### src/rtl/adder_result_fifo.sv
// First-word-fall-through result FIFO placed downstream of sync_adder.
// Results that arrive while the FIFO is full are dropped and raise a sticky overflow flag.
module adder_result_fifo #(
  parameter int WIDTH  = 8,
  parameter int DEPTH  = 8,
  parameter int ADDR_W = 3
) (
  input  logic              clk,
  input  logic              rst_n,
  input  logic              in_valid,
  input  logic [WIDTH:0]    in_data,
  output logic              out_valid,
  input  logic              out_ready,
  output logic [WIDTH:0]    out_data,
  output logic              full,
  output logic              empty,
  output logic [ADDR_W:0]   count,
  output logic              overflow,
  input  logic              ovf_clr
);

  localparam logic [ADDR_W-1:0] PTR_ONE   = {{(ADDR_W-1){1'b0}}, 1'b1};
  localparam logic [ADDR_W:0]   CNT_ONE   = {{ADDR_W{1'b0}}, 1'b1};
  localparam logic [ADDR_W:0]   CNT_ZERO  = {(ADDR_W+1){1'b0}};
  localparam logic [ADDR_W:0]   CNT_FULL  = (ADDR_W+1)'(DEPTH);

  logic [WIDTH:0]    mem_q [DEPTH];
  logic [ADDR_W-1:0] wr_ptr_q, wr_ptr_d;
  logic [ADDR_W-1:0] rd_ptr_q, rd_ptr_d;
  logic [ADDR_W:0]   count_q, count_d;
  logic              overflow_q, overflow_d;
  logic              push_s, pop_s, drop_s;

  assign empty     = (count_q == CNT_ZERO);
  assign full      = (count_q == CNT_FULL);
  assign out_valid = ~empty;
  assign count     = count_q;
  assign overflow  = overflow_q;
  // The read port is forced to zero when empty so stale storage never reaches the bus.
  assign out_data  = empty ? {(WIDTH+1){1'b0}} : mem_q[rd_ptr_q];

  // Next-state for pointers, occupancy and the sticky overflow flag.
  always_comb begin
    pop_s      = out_valid & out_ready;
    push_s     = in_valid & (~full | pop_s);
    drop_s     = in_valid & full & ~pop_s;
    wr_ptr_d   = wr_ptr_q;
    rd_ptr_d   = rd_ptr_q;
    count_d    = count_q;
    overflow_d = overflow_q;
    if (push_s) begin
      wr_ptr_d = wr_ptr_q + PTR_ONE;
    end else begin
      wr_ptr_d = wr_ptr_q;
    end
    if (pop_s) begin
      rd_ptr_d = rd_ptr_q + PTR_ONE;
    end else begin
      rd_ptr_d = rd_ptr_q;
    end
    case ({push_s, pop_s})
      2'b10:   count_d = count_q + CNT_ONE;
      2'b01:   count_d = count_q - CNT_ONE;
      default: count_d = count_q;
    endcase
    // A drop on the same edge as a clear must leave the flag set.
    if (drop_s) begin
      overflow_d = 1'b1;
    end else if (ovf_clr) begin
      overflow_d = 1'b0;
    end else begin
      overflow_d = overflow_q;
    end
  end

  // Control state registers.
  always_ff @(posedge clk or negedge rst_n) begin
    if (!rst_n) begin
      wr_ptr_q   <= {ADDR_W{1'b0}};
      rd_ptr_q   <= {ADDR_W{1'b0}};
      count_q    <= CNT_ZERO;
      overflow_q <= 1'b0;
    end else begin
      wr_ptr_q   <= wr_ptr_d;
      rd_ptr_q   <= rd_ptr_d;
      count_q    <= count_d;
      overflow_q <= overflow_d;
    end
  end

  // Storage array; contents are meaningless until written, so no reset.
  always_ff @(posedge clk) begin
    if (push_s) begin
      mem_q[wr_ptr_q] <= in_data;
    end
  end

endmodule

### config.mk
export PLATFORM = sky130hd
export DESIGN_NAME = adder_result_fifo
export DESIGN_NICKNAME = d
export VERILOG_FILES = /design/src/rtl/adder_result_fifo.sv
export SDC_FILE = /design/constraint.sdc
export NUM_CORES = 1
export LEC_CHECK = 0
export ABC_AREA = 0
export ABC_CLOCK_PERIOD_IN_PS = 2800
export CELL_PAD_IN_SITES_DETAIL_PLACEMENT = 0
export CELL_PAD_IN_SITES_GLOBAL_PLACEMENT = 2
export CORE_ASPECT_RATIO = 1.25
export CORE_MARGIN = 2
export CORE_UTILIZATION = 40
export CTS_BUF_LIST = sky130_fd_sc_hd__clkbuf_4 sky130_fd_sc_hd__clkbuf_8
export DETAILED_ROUTE_END_ITERATION = 12
export GPL_ROUTABILITY_DRIVEN = 0
export PLACE_DENSITY = 0.77
export SYNTH_ARGS = -nofsm -noshare
export SYNTH_HDL_FRONTEND = slang
export SYNTH_SLANG_ARGS = --single-unit
### constraint.sdc
create_clock -name clk -period 2.8 [get_ports clk]
set_input_delay 0.42 -clock clk [delete_from_list [all_inputs] [get_ports clk]]
set_output_delay 0.42 -clock clk [all_outputs]
set_load 0.01 [all_outputs]
==> results by group, run 1 <==
Die
  – Die ar.: 9220 um^2
  – FP Rows: 37
  – Initial core utilization: 0.411
  – Core ar.: 8240 um^2
  – Die Width: 86.3 um
  – Ports: 31
  – Die height: 107 um

Worst setup path
  – Critical Path Max Stage Delay: 0.60 ns
  – Cell Chain, Critical Path: or4_4 -> clkinv_2 -> nor2_1 -> clkdlybuf4s50_1
  – Crit start category: flip-flop
  – CP max FO: 10
  – CP delay by family, top: simple AND/OR/NAND/NOR gates
  – Worst Reg2Reg Path Length in Cells: 7
  – Critical Path Stages: 4
  – CP Class: reg2out
  – CP required: 2.38 ns
  – Crit end category: primary output
  – Critical path buffers and inverters: 2
  – Slowest CP cell: or4_4
  – Data arrival time of the worst path: 2.21 ns

Timing
  – Max Fclk: 381 MHz
  – Final Skew: 0.00984 ns
  – Min Tclk post-route: 2.63 ns
  – Final setup fails: 0
  – Final period util: 0.938
  – RSZ-0062 raised after global routing: no
  – Max Slew Vio Count: 0
  – Fin. Hold Viols: 0
  – Max-slew headroom: 0.566
  – Fin Hold WS: 0.409 ns
  – Worst slew pin tran: 0.650 ns
  – TNS Setup: 0 ns

Worst hold path
  – Type of the most critical hold path: in2async

Placed design
  – PortBufs: 30
  – HPWL after DPL: 3750 um
  – Placed Cells: 310

Finish
  – Commonest cells after routing, fill and taps aside: 72 x edfxtp_1, 30 x clkdlybuf4s50_1, 18 x mux4_2, 18 x nor2_1, 11 x dfrtp_1
  – Post-Layout Cell Count: 326
  – Nets: 241
  – Fin util: 0.492
  – Ant. Diodes: 0
  – Area Growth Syn to Fin: 19.7%
  – Layout cells sized above 1: 0.218
  – Commonest non-fill, non-tap cell in the layout: edfxtp_1

Route
  – DRC errors left: 0
  – Initial DRC Count: 124
  – Routed vias: 1724
  – Antenna-violating nets left: 0
  – Total Wirelength: 6110 um
  – Via-per-instance ratio: 5.29
  – 1st-pass router iterations: 4
  – Routed len/inst: 18.7 um

Global routing
  – Grt ovf: 0
  – First-pass GRT wire length: 10000 um
  – Initial antenna violation count: 0
  – Vias in the first global route: 1869
  – Largest net degree at the start of global routing: 21
  – Tot GR Track Use: 0.151

Power and ir drop
  – Switching pwr: 1300 uW
  – P_int: 2830 uW
  – Switching share of total power: 0.314
  – Comb power frac: 0.362
  – Leakage: 0.00139 uW
  – Power Density: 1020 nW/um^2
  – Clock power frac: 0.212
  – Max VDD drop: 0.000478 V
  – Register share of total power: 0.426

Clocking
  – H-tree depth: 3
  – Clock Sinks: 83
  – Post-CTS setup buffer count: 0
  – Worst-path clk slew: 0.09 ns
  – Clock buffer count from CTS: 9
  – CTS tree: built
  – Latest clock arrival within the worst-skew pair: 0.35 ns
  – Max clock buf depth: 2
  – CTS root buf: clkbuf_8

Yosys
  – Main synth FF type: edfxtp_1
  – Post-Syn Area: 3390 um^2
  – Cell count after synthesis: 181
  – Post-synth EDFFs: 72
  – Syn Area/Cell: 18.7 um^2
  – Cell variety after synth: 34
  – Async SR Flop Fraction: 0.133
  – Sequential share of the synthesized area: 0.720
  – Post-Synthesis Net Count: 198
  – Flops & latches, synth: 83
  – Yosys warns: 0

Outcome
  – Status: completed

Flow run
  – Max Cap Viol: 0
routing by layer:
metal	GRT usage	wire length [um]
met5	0	0
met1	0.191	2670
met3	0.0423	203
met4	0.0446	43
met2	0.255	3190
state kept, by name (all words and copies together), names as in the netlist:
name,count
count,4
mem_q,72
overflow,1
rd_ptr_q,3
wr_ptr_q,3
synth_stat cells (3+ instances only):
| library cell | instances | area share |
|---|---|---|
| nor2_1 | 18 | 0.020 |
| xor2_1 | 3 | 0.0078 |
| nor3_1 | 3 | 0.0044 |
| mux4_2 | 18 | 0.12 |
| ha_1 | 3 | 0.011 |
| nand2b_1 | 3 | 0.0055 |
| edfxtp_1 | 72 | 0.64 |
| xnor2_1 | 4 | 0.010 |
| dfrtp_1 | 11 | 0.081 |
| mux2i_1 | 9 | 0.027 |
| nand2_1 | 5 | 0.0055 |
final timing paths:
check,slack [ns],startpoint,endpoint
worst max register to register,0.36,count[2]$_DFFE_PN0P_,count[2]$_DFFE_PN0P_
min in group clk,0.54,wr_ptr_q[0]$_DFFE_PN0P_,wr_ptr_q[0]$_DFFE_PN0P_
max in group asynchronous,2.05,rst_n,count[1]$_DFFE_PN0P_
worst max-delay path,0.17,count[2]$_DFFE_PN0P_,out_data[3]
worst min-delay path,0.41,rst_n,overflow$_DFFE_PN0P_
worst min register to register,0.54,wr_ptr_q[0]$_DFFE_PN0P_,wr_ptr_q[0]$_DFFE_PN0P_
final cells by class:
| cell class | instances | area [um^2] |
|---|---|---|
| clock buffers | 9 | 124 |
| clock inverters | 7 | 80.1 |
| fillers | 696 | 4190 |
| inverters | 3 | 12.5 |
| multi-input cells | 86 | 881 |
| flip-flops and latches | 83 | 2440 |
| well taps | 97 | 121 |
| repair buffers | 41 | 395 |
power groups by stage:
stage	clock network [uW]	logic [uW]	registers [uW]
finish	875	1500	1760
global route	958	1650	1790
CTS	895	1540	1760
detailed placement	0	1530	1790
global placement	0	1530	1780
floorplan	0	1000	1690
kinds of logic (layout without fill, tap and decap cells):
logic type	Yosys count	in the layout	synth area share
adder cells (fa/ha/maj)	3	3	0.0111
AND/OR/NAND/NOR	37	37	0.0525
AO/OA/AOI/OAI	9	9	0.0222
flip-flops	83	83	0.720
multiplexers	30	30	0.156
XOR/XNOR	7	7	0.0181
buffers and inverters	12	60	0.0200
worst reg2reg max path: stages, from the launching register on:
cell	delay [ns]
dfrtp_1	0.50
o41ai_2	0.61
nor2_1	0.10
xor2_1	0.16
ha_1	0.19
or4_1	0.47
a21oi_1	0.18
xor2_1	0.15
per-stage QoR:
stage,setup slack (ns),total power [uW],area (um^2)
after floorplan,0.521,2690,3390
after global placement,0.333,3310,3850
after detailed placement,0.288,3320,3850
after CTS,0.0859,4200,4050
after global routing,0.0448,4400,4050
final,0.172,4130,4050
timing repair:
| item | CTS | global route |
|---|---|---|
| hold buffers | 0 | 0 |
| setup endpoints to repair | 0 | 3 |
| resized for setup | 0 | 1 |
No activity file was read; power rests on OpenSTA's default activity.
==> run 2, diff against run 1 <==
ABC_CLOCK_PERIOD_IN_PS = 3060   (was 2800)
CTS_CLUSTER_SIZE = 12   (was not set)
MAX_ROUTING_LAYER = met4   (was not set)
clock period = 3.06 ns   (was 2.8 ns; I/O delays follow)
==> run 2 against run 1 <==
Compared with the run above:
- critical path type unchanged
- first-iteration DRC count grew 8.9%
- register-to-register slack gained 0.33 ns
- sequential share of layout area increased by 0.64 points
- critical path depth up 1
- power down 12%
==> results by group, run 2 (synthesized netlist as in run 1, its figures left out) <==
Clocking
  – Clock Sinks: 83 (unchanged)
  – Max clock buf depth: 2 (unchanged)
  – CTS tree: built
  – CTS root buf: clkbuf_8
  – Clock buffer count from CTS: 9 (unchanged)
  – Latest clock arrival within the worst-skew pair: 0.35 ns (about the same)
  – Hold Buf Count CTS: 0 (unchanged)
  – H-tree depth: 3 (unchanged)
  – Post-CTS sizing: 0 (unchanged)
  – Post-CTS setup buffer count: 0 (unchanged)
  – Worst-path clk slew: 0.08 ns (about the same)

Global routing
  – Grt ovf: 0 (unchanged)
  – Largest net degree at the start of global routing: 21 (unchanged)
  – Initial antenna violation count: 0 (unchanged)
  – Vias in the first global route: 1754 (-6.2%)
  – First-pass GRT wire length: 9630 um (-4.2%)
  – Tot GR Track Use: 0.150 (-0.00132)

Finish
  – Top reg by flops: mem_q
  – Layout cells sized above 1: 0.214 (-0.00437)
  – Commonest cells after routing, fill and taps aside: 72 x edfxtp_1, 30 x clkdlybuf4s50_1, 18 x mux4_2, 18 x nor2_1
  – Ant. Diodes: 0 (unchanged)
  – Fill cells: 713 (+2.4%)
  – Max reg flops: 72 (unchanged)
  – Area Growth Syn to Fin: 18.4%
  – Fin area: 4010 um^2 (-1.1%)
  – Commonest non-fill, non-tap cell in the layout: edfxtp_1
  – Nets: 241 (unchanged)

Power and ir drop
  – Leakage: 0.00137 uW (-1.4%)
  – Register share of total power: 0.442 (+0.016)
  – Clock power frac: 0.190 (-0.022)
  – Switching pwr: 1160 uW (-11%)
  – P_int: 2480 uW (-12%)
  – Switching share of total power: 0.318 (+0.00436)
  – Max VDD drop: 0.000373 V (-22%)
  – Power Density: 908 nW/um^2 (-11%)
  – Comb power frac: 0.368 (+0.006)

Worst setup path
  – Critical path buffers and inverters: 2 (unchanged)
  – CP Class: reg2out
  – Cell Chain, Critical Path: buf_4 -> mux4_2 -> mux2i_1 -> nor2_1 -> clkdlybuf4s50_1
  – Critical Path Max Stage Delay: 0.56 ns (-0.04 ns)
  – CP required: 2.60 ns (+0.22 ns)
  – R2R Setup Slk: 0.69 ns (+0.33 ns)
  – Worst R2R Start: count[2]$_DFFE_PN0P_
  – FF-to-FF End: count[2]$_DFFE_PN0P_
  – Critical Path Start: rd_ptr_q[0]$_DFFE_PN0N_
  – Data arrival time of the worst path: 2.31 ns (+0.10 ns)
  – Crit end category: primary output
  – Worst Reg2Reg Path Length in Cells: 7 (unchanged)
  – Crit start category: flip-flop
  – Slowest CP cell: mux4_2
  – CP max FO: 20 (+10)
  – CP delay by family, top: buffers and inverters

Placed design
  – Placed inst area: 3830 um^2 (-0.33%)
  – PortBufs: 30 (unchanged)
  – HPWL after DPL: 3820 um (+1.7%)
  – Pre-CTS WS: 0.535 ns (+0.247 ns)

Route
  – Initial DRC Count: 135 (+8.9%)
  – Total Wirelength: 6110 um (about the same)
  – 1st-pass router iterations: 4 (unchanged)
  – Routed len/inst: 18.7 um (about the same)
  – Antenna-violating nets left: 0 (unchanged)
  – DRC errors left: 0 (unchanged)
  – Via-per-instance ratio: 5.30 (+0.23%)
  – Routed vias: 1728 (+0.23%)

Timing
  – Final period util: 0.905
  – RSZ-0062 raised after global routing: no
  – Max Slew Vio Count: 0 (unchanged)
  – Min Tclk post-route: 2.77 ns
  – Final setup fails: 0 (unchanged)
  – Fin. Hold Viols: 0 (unchanged)
  – Max-slew headroom: 0.568 (+0.00138)
  – Max Fclk: 361 MHz
  – Final Skew: 0.00875 ns (-0.00109 ns)
  – Worst slew pin tran: 0.648 ns (-0.00207 ns)
  – TNS Setup: 0 ns (unchanged)
  – Setup ws final: 0.292 ns (+0.119 ns)

Outcome
  – Status: completed

Die
  – Die height: 107 um (unchanged)
  – Die Width: 86.3 um (unchanged)
  – Core ar.: 8240 um^2 (unchanged)
  – FP Rows: 37 (unchanged)
  – Die ar.: 9220 um^2 (unchanged)
  – Initial core utilization: 0.411 (unchanged)
  – Ports: 31 (unchanged)

Worst hold path
  – Type of the most critical hold path: in2async

Flow run
  – Max Cap Viol: 0 (unchanged)
run 2: cell count changes in the layout (fill, tap and decap cells not counted):
cell,previous run,this run
buf_12,1,0
buf_4,10,11
bufinv_16,1,0
clkinv_1,0,1
clkinv_2,2,1
clkinv_4,0,2
inv_2,0,1
inv_6,3,2
inv_8,1,0
run 2: worst reg2reg max path, stage by stage, from the launching register on:
cell	delay, ns
dfrtp_1	0.50
o41ai_2	0.58
nor2_1	0.10
xor2_1	0.16
ha_1	0.20
or4_1	0.46
a21oi_1	0.16
xor2_1	0.15
run 2: power by group through the flow:
| stage | combinational (uW) | clock (uW) | sequential [uW] |
|---|---|---|---|
| after floorplan | 915 | 0 | 1540 |
| after global placement | 1370 | 0 | 1630 |
| after detailed placement | 1370 | 0 | 1640 |
| after CTS | 1380 | 724 | 1610 |
| after global routing | 1470 | 772 | 1640 |
| final | 1340 | 692 | 1610 |
run 2: how the worst max path moves through the flow:
| stage | endpoint | depth (start not counted) |
|---|---|---|
| floorplan | count[2]$_DFFE_PN0P_ | 8 |
| global placement | count[2]$_DFFE_PN0P_ | 8 |
| detailed placement | count[2]$_DFFE_PN0P_ | 8 |
| CTS | out_data[2] | 5 |
| global route | out_data[2] | 5 |
| finish | out_data[1] | 5 |
run 2: area by class of cell:
cell class              instances  area [um^2]  share of cell area
inverters                       3         11.3             0.00281
flip-flops and latches         83         2440               0.608
clock inverters                 7         51.3              0.0128
well taps                      97          121              0.0303
clock buffers                   9          124              0.0309
multi-input cells              86          881               0.220
repair buffers                 41          383              0.0955
run 2: stage by stage:
stage	hold slack [ns]	instances	total power, uW	utilization
2_1_floorplan	0.163	181	2460	-
3_3_place_gp	0.513	310	3000	0.465
3_5_place_dp	0.512	310	3010	0.465
4_1_cts	0.460	326	3720	0.486
5_1_grt	0.496	326	3880	0.486
6_report	0.455	326	3640	0.486
run 2: per-layer routing:
| layer | vias to the layer above | wire [um] | GRT usage |
|---|---|---|---|
| met4 | 0 | 57 | 0.0603 |
| li1 | 802 | - | - |
| met3 | 4 | 264 | 0.0339 |
| met2 | 44 | 3230 | 0.250 |
| met1 | 878 | 2550 | 0.177 |
| met5 | - | 0 | - |
==> RTL edit 1, RTL diff (flow settings as in run 1) <==
Put one more register stage on the output `overflow`, with the module's reset. The value now appears one clock later. The other outputs are not delayed to match.
--- a/src/rtl/adder_result_fifo.sv
+++ b/src/rtl/adder_result_fifo.sv
@@ -35,7 +35,13 @@
   assign full      = (count_q == CNT_FULL);
   assign out_valid = ~empty;
   assign count     = count_q;
-  assign overflow  = overflow_q;
+  always_ff @(posedge clk or negedge rst_n) begin
+    if (!rst_n) begin
+      overflow <= '0;
+    end else begin
+      overflow <= overflow_q;
+    end
+  end
   // The read port is forced to zero when empty so stale storage never reaches the bus.
   assign out_data  = empty ? {(WIDTH+1){1'b0}} : mem_q[rd_ptr_q];
 
Behaviour: not the same (a bounded check fails within 10 cycles, from zero or initial values and one cycle with rst_n low).
==> RTL edit 1 against run 1 <==
Register-to-register slack worse by 0.15 ns; final area up 1.1%; critical path depth decreased by 1; power is 1.4% higher; count of clock-buffer cells in the layout increased by 1; worst setup slack improved by 0.012 ns; sequential cell count is 1 higher; routed wire length fell by 4.6%; synthesized area is 0.22% higher; worst hold slack worse by 0.028 ns.
==> RTL edit 1: results (changes against run 1) <==
| Metric | Value |
|---|---|
| Outcome | completed |
| Non-filler cells, final | 327 (+0.31%) |
| Met2 Use GR | 0.227 (-0.0283) |
| WL/cell | 17.8 microns (-4.9%) |
| Fraction of layout cells with a size suffix above 1 | 0.230 (+0.0121) |
| GRT met1 Usage | 0.172 (-0.0190) |
| Synth Instances | 178 (-1.7%) |
| Cell Pwr Density | 1020 nW/um^2 (+0.29%) |
| NumNets Final | 244 (+1.2%) |
| Total GRT Usage | 0.139 (-0.0125) |
| Syn_nets | 197 (-0.51%) |
| Switching part of the total | 0.294 (-0.0197) |
| Clock net power | 920 uW (+5.1%) |
| Skew final | 0.00995 ns (+0.000119 ns) |
| Worst Reg-to-Reg Cells | 10 (+3) |
| Setup crit start | count[1]$_DFFE_PN0P_ |
| Initial DRC count | 108 (-13%) |
| R2R Setup Slk | 0.21 ns (-0.15 ns) |
| Met2 Wirelength | 3020 microns (-5.4%) |
| Sequential element share of the synthesized area | 0.726 (+0.00578) |
| Pre-CTS setup slack | 0.174 ns (-0.114 ns) |
| M1 WL | 2490 microns (-6.8%) |
| Period utilization | 0.934 (-0.00429) |
| Layout fillers | 690 (-0.86%) |
| Top delay family on crit path | buffers and inverters |
| Worst IR Drop VDD | 0.428 mV (-10%) |
| DR vias | 1660 (-3.7%) |
| Placed insts | 311 (+0.32%) |
| Yosys cell types | 31 (-8.8%) |
| Post-detail-place hpwl | 3890 microns (+3.7%) |
| Post-place instance area | 3870 sq um (+0.75%) |
| HP Class | reg -> reg |
| First-pass GRT wire length | 9050 microns (-9.9%) |
| Async SR Flop Fraction | 0.143 (+0.0103) |
| WHS | 0.381 ns (-0.0279 ns) |
| Leak | 1.43 nW (+2.8%) |
| Slew HR | 0.391 (-0.175) |
[RTL edit 1: worst reg2reg max path, delay by kind of cell (launching register included)]
family	cells	cell delay, ns
buffers and inverters	1	0.15
XOR/XNOR	3	0.37
AND/OR/NAND/NOR	2	0.66
flip-flops	1	0.46
AO/OA/AOI/OAI	2	0.38
adder cells (fa/ha/maj)	2	0.44
[RTL edit 1: kinds of logic after synthesis]
group | share of synthesized area
flip-flops | 0.726
AND/OR/NAND/NOR | 0.0538
multiplexers | 0.154
buffers and inverters | 0.0162
XOR/XNOR | 0.0232
adder cells (fa/ha/maj) | 0.0184
AO/OA/AOI/OAI | 0.00885
[RTL edit 1: final cells by class]
cell class	count	area, sq um	share of cell area
Clock buffer	10	131	0.0321
Timing Repair Buffer	42	390	0.0953
Multi-Input combinational cell	83	885	0.216
Clock inverter	6	88.8	0.0217
Tap cell	97	121	0.0296
Sequential cell	84	2460	0.601
Inverter	5	18.8	0.00458
==> RTL edit 2, RTL diff (flow settings as in run 1) <==
Without the edit above. `WIDTH`: 8 -> 6.
--- a/src/rtl/adder_result_fifo.sv
+++ b/src/rtl/adder_result_fifo.sv
@@ -1,7 +1,7 @@
 // First-word-fall-through result FIFO placed downstream of sync_adder.
 // Results that arrive while the FIFO is full are dropped and raise a sticky overflow flag.
 module adder_result_fifo #(
-  parameter int WIDTH  = 8,
+  parameter int WIDTH  = 6,
   parameter int DEPTH  = 8,
   parameter int ADDR_W = 3
 ) (
Interface: changed (resized in_data and out_data); port bits go from 31 to 27. No check against the original RTL was run, so the function may have changed too.
==> RTL edit 2 against run 1 <==
Die area decreased by 16%; synthesized cell count increased by 2.2%; worst setup slack got worse by 0.064 ns; power decreased by 12%; synthesized area decreased by 16%; sequential cell count decreased by 16; final area decreased by 14%; routed wire length decreased by 12%.
==> RTL edit 2: results (changes against run 1) <==
| Metric | Value |
|---|---|
| Slew HR | 0.633 (+0.0670) |
| Placed insts | 306 (-1.3%) |
| Async SR Flop Fraction | 0.164 (+0.0316) |
| Skew final | 0.00706 ns (-0.00278 ns) |
| Worst IR Drop VDD | 0.501 mV (+4.8%) |
| Max reg flops | 56 (-22%) |
| Leak | 1.25 nW (-10%) |
| First drt pass iteration count | 4 (unchanged) |
| Clock Latency Late Sink | 0.33 ns (-0.02 ns) |
| Synth Instances | 185 (+2.2%) |
| First-pass GRT wire length | 8690 microns (-14%) |
| Syn_nets | 200 (+1.0%) |
| NumNets Final | 242 (+0.41%) |
| Initial DRC count | 96 (-23%) |
| WL final | 5400 microns (-12%) |
| Top post-synthesis cells by count | edfxtp_1, mux2_2, mux2i_1, nor3_1 |
| Yosys cell types | 32 (-5.9%) |
| Number of flops mapped to enable cells by yosys | 56 (-22%) |
| Vias in the first global route | 1699 (-9.1%) |
| Total GRT Usage | 0.152 (+0.000948) |
| Crit path DAT | 2.27 ns (+0.06 ns) |
| Outcome | completed |
| # port buffers | 26 (-13%) |
| Synth area leaders | edfxtp_1, dfrtp_1, mux2_2 |
| Largest net degree at the start of global routing | 31 (+48%) |
| Clk slew on worst S/H paths | 0.07 ns (-0.02 ns) |
| Post-detail-place hpwl | 3790 microns (+0.96%) |
| Sequential element share of the synthesized area | 0.692 (-0.0282) |
| Fraction of layout cells with a size suffix above 1 | 0.216 (-0.00282) |
| DR vias | 1628 (-5.6%) |
| Vias per cell | 5.06 (-4.4%) |
| Dominant cell type by area after synthesis | edfxtp_1 |
| Max incr delay on CP | 0.67 ns (+0.07 ns) |
| CP max-delay cell | or4_1 |
| Layout fillers | 611 (-12%) |
| Max FO, Critical Path | 8 (-2) |
[RTL edit 2: power by group]
part | total [mW] | switching [mW] | internal [mW]
logic | 1.37 | 0.656 | 0.713
registers | 1.43 | 0.145 | 1.28
clock network | 0.851 | 0.353 | 0.498
[RTL edit 2: stage by stage]
stage / utilization / instance area [sq um] / setup slack, ns
after floorplan: - / 2830 / 0.717
after global placement: 0.474 / 3270 / 0.408
after detailed placement: 0.474 / 3270 / 0.279
after CTS: 0.505 / 3480 / 0.0497
after global routing: 0.507 / 3490 / 0.00238
final: 0.507 / 3490 / 0.108
[RTL edit 2: worst paths after layout]
kind	start	to	slack [ns]	cells after the start
max in group asynchronous	rst_n	count[2]$_DFFE_PN0P_	2.01	1
min in group clk	wr_ptr_q[0]$_DFFE_PN0P_	wr_ptr_q[0]$_DFFE_PN0P_	0.53	1
worst max-delay path	count[3]$_DFFE_PN0P_	out_data[5]	0.11	4
worst max register to register	count[3]$_DFFE_PN0P_	count[2]$_DFFE_PN0P_	0.56	7
worst min register to register	wr_ptr_q[0]$_DFFE_PN0P_	wr_ptr_q[0]$_DFFE_PN0P_	0.53	1
worst min-delay path	rst_n	count[0]$_DFFE_PN0P_	0.43	1
[RTL edit 2: cell families after synthesis]
logic type,after synthesis,share of synthesized area
DFF,67,0.692
and+or+nand+nor,43,0.0774
muxes,30,0.115
AOI/OAI and AO/OA,23,0.0615
buffers and inverters,12,0.0199
xor gates and xnor gates,7,0.0217
adders and majority gates,3,0.0133
[RTL edit 2: cell type report]
class | instances | share of cell area
Timing Repair Buffer | 38 | 0.104
Inverter | 5 | 0.00645
Multi-Input combinational cell | 106 | 0.234
Sequential cell | 67 | 0.562
Clock inverter | 7 | 0.0265
Tap cell | 90 | 0.0323
Clock buffer | 9 | 0.0355
[RTL edit 2: per-layer routing]
| layer | up-vias | global-route usage | part of all wire |
|---|---|---|---|
| li1 | 791 | - | - |
| met1 | 797 | 0.189 | 0.44 |
| met2 | 30 | 0.255 | 0.52 |
| met3 | 10 | 0.0240 | 0.025 |
| met4 | 0 | 0.0796 | 0.018 |
| met5 | - | 0 | 0 |
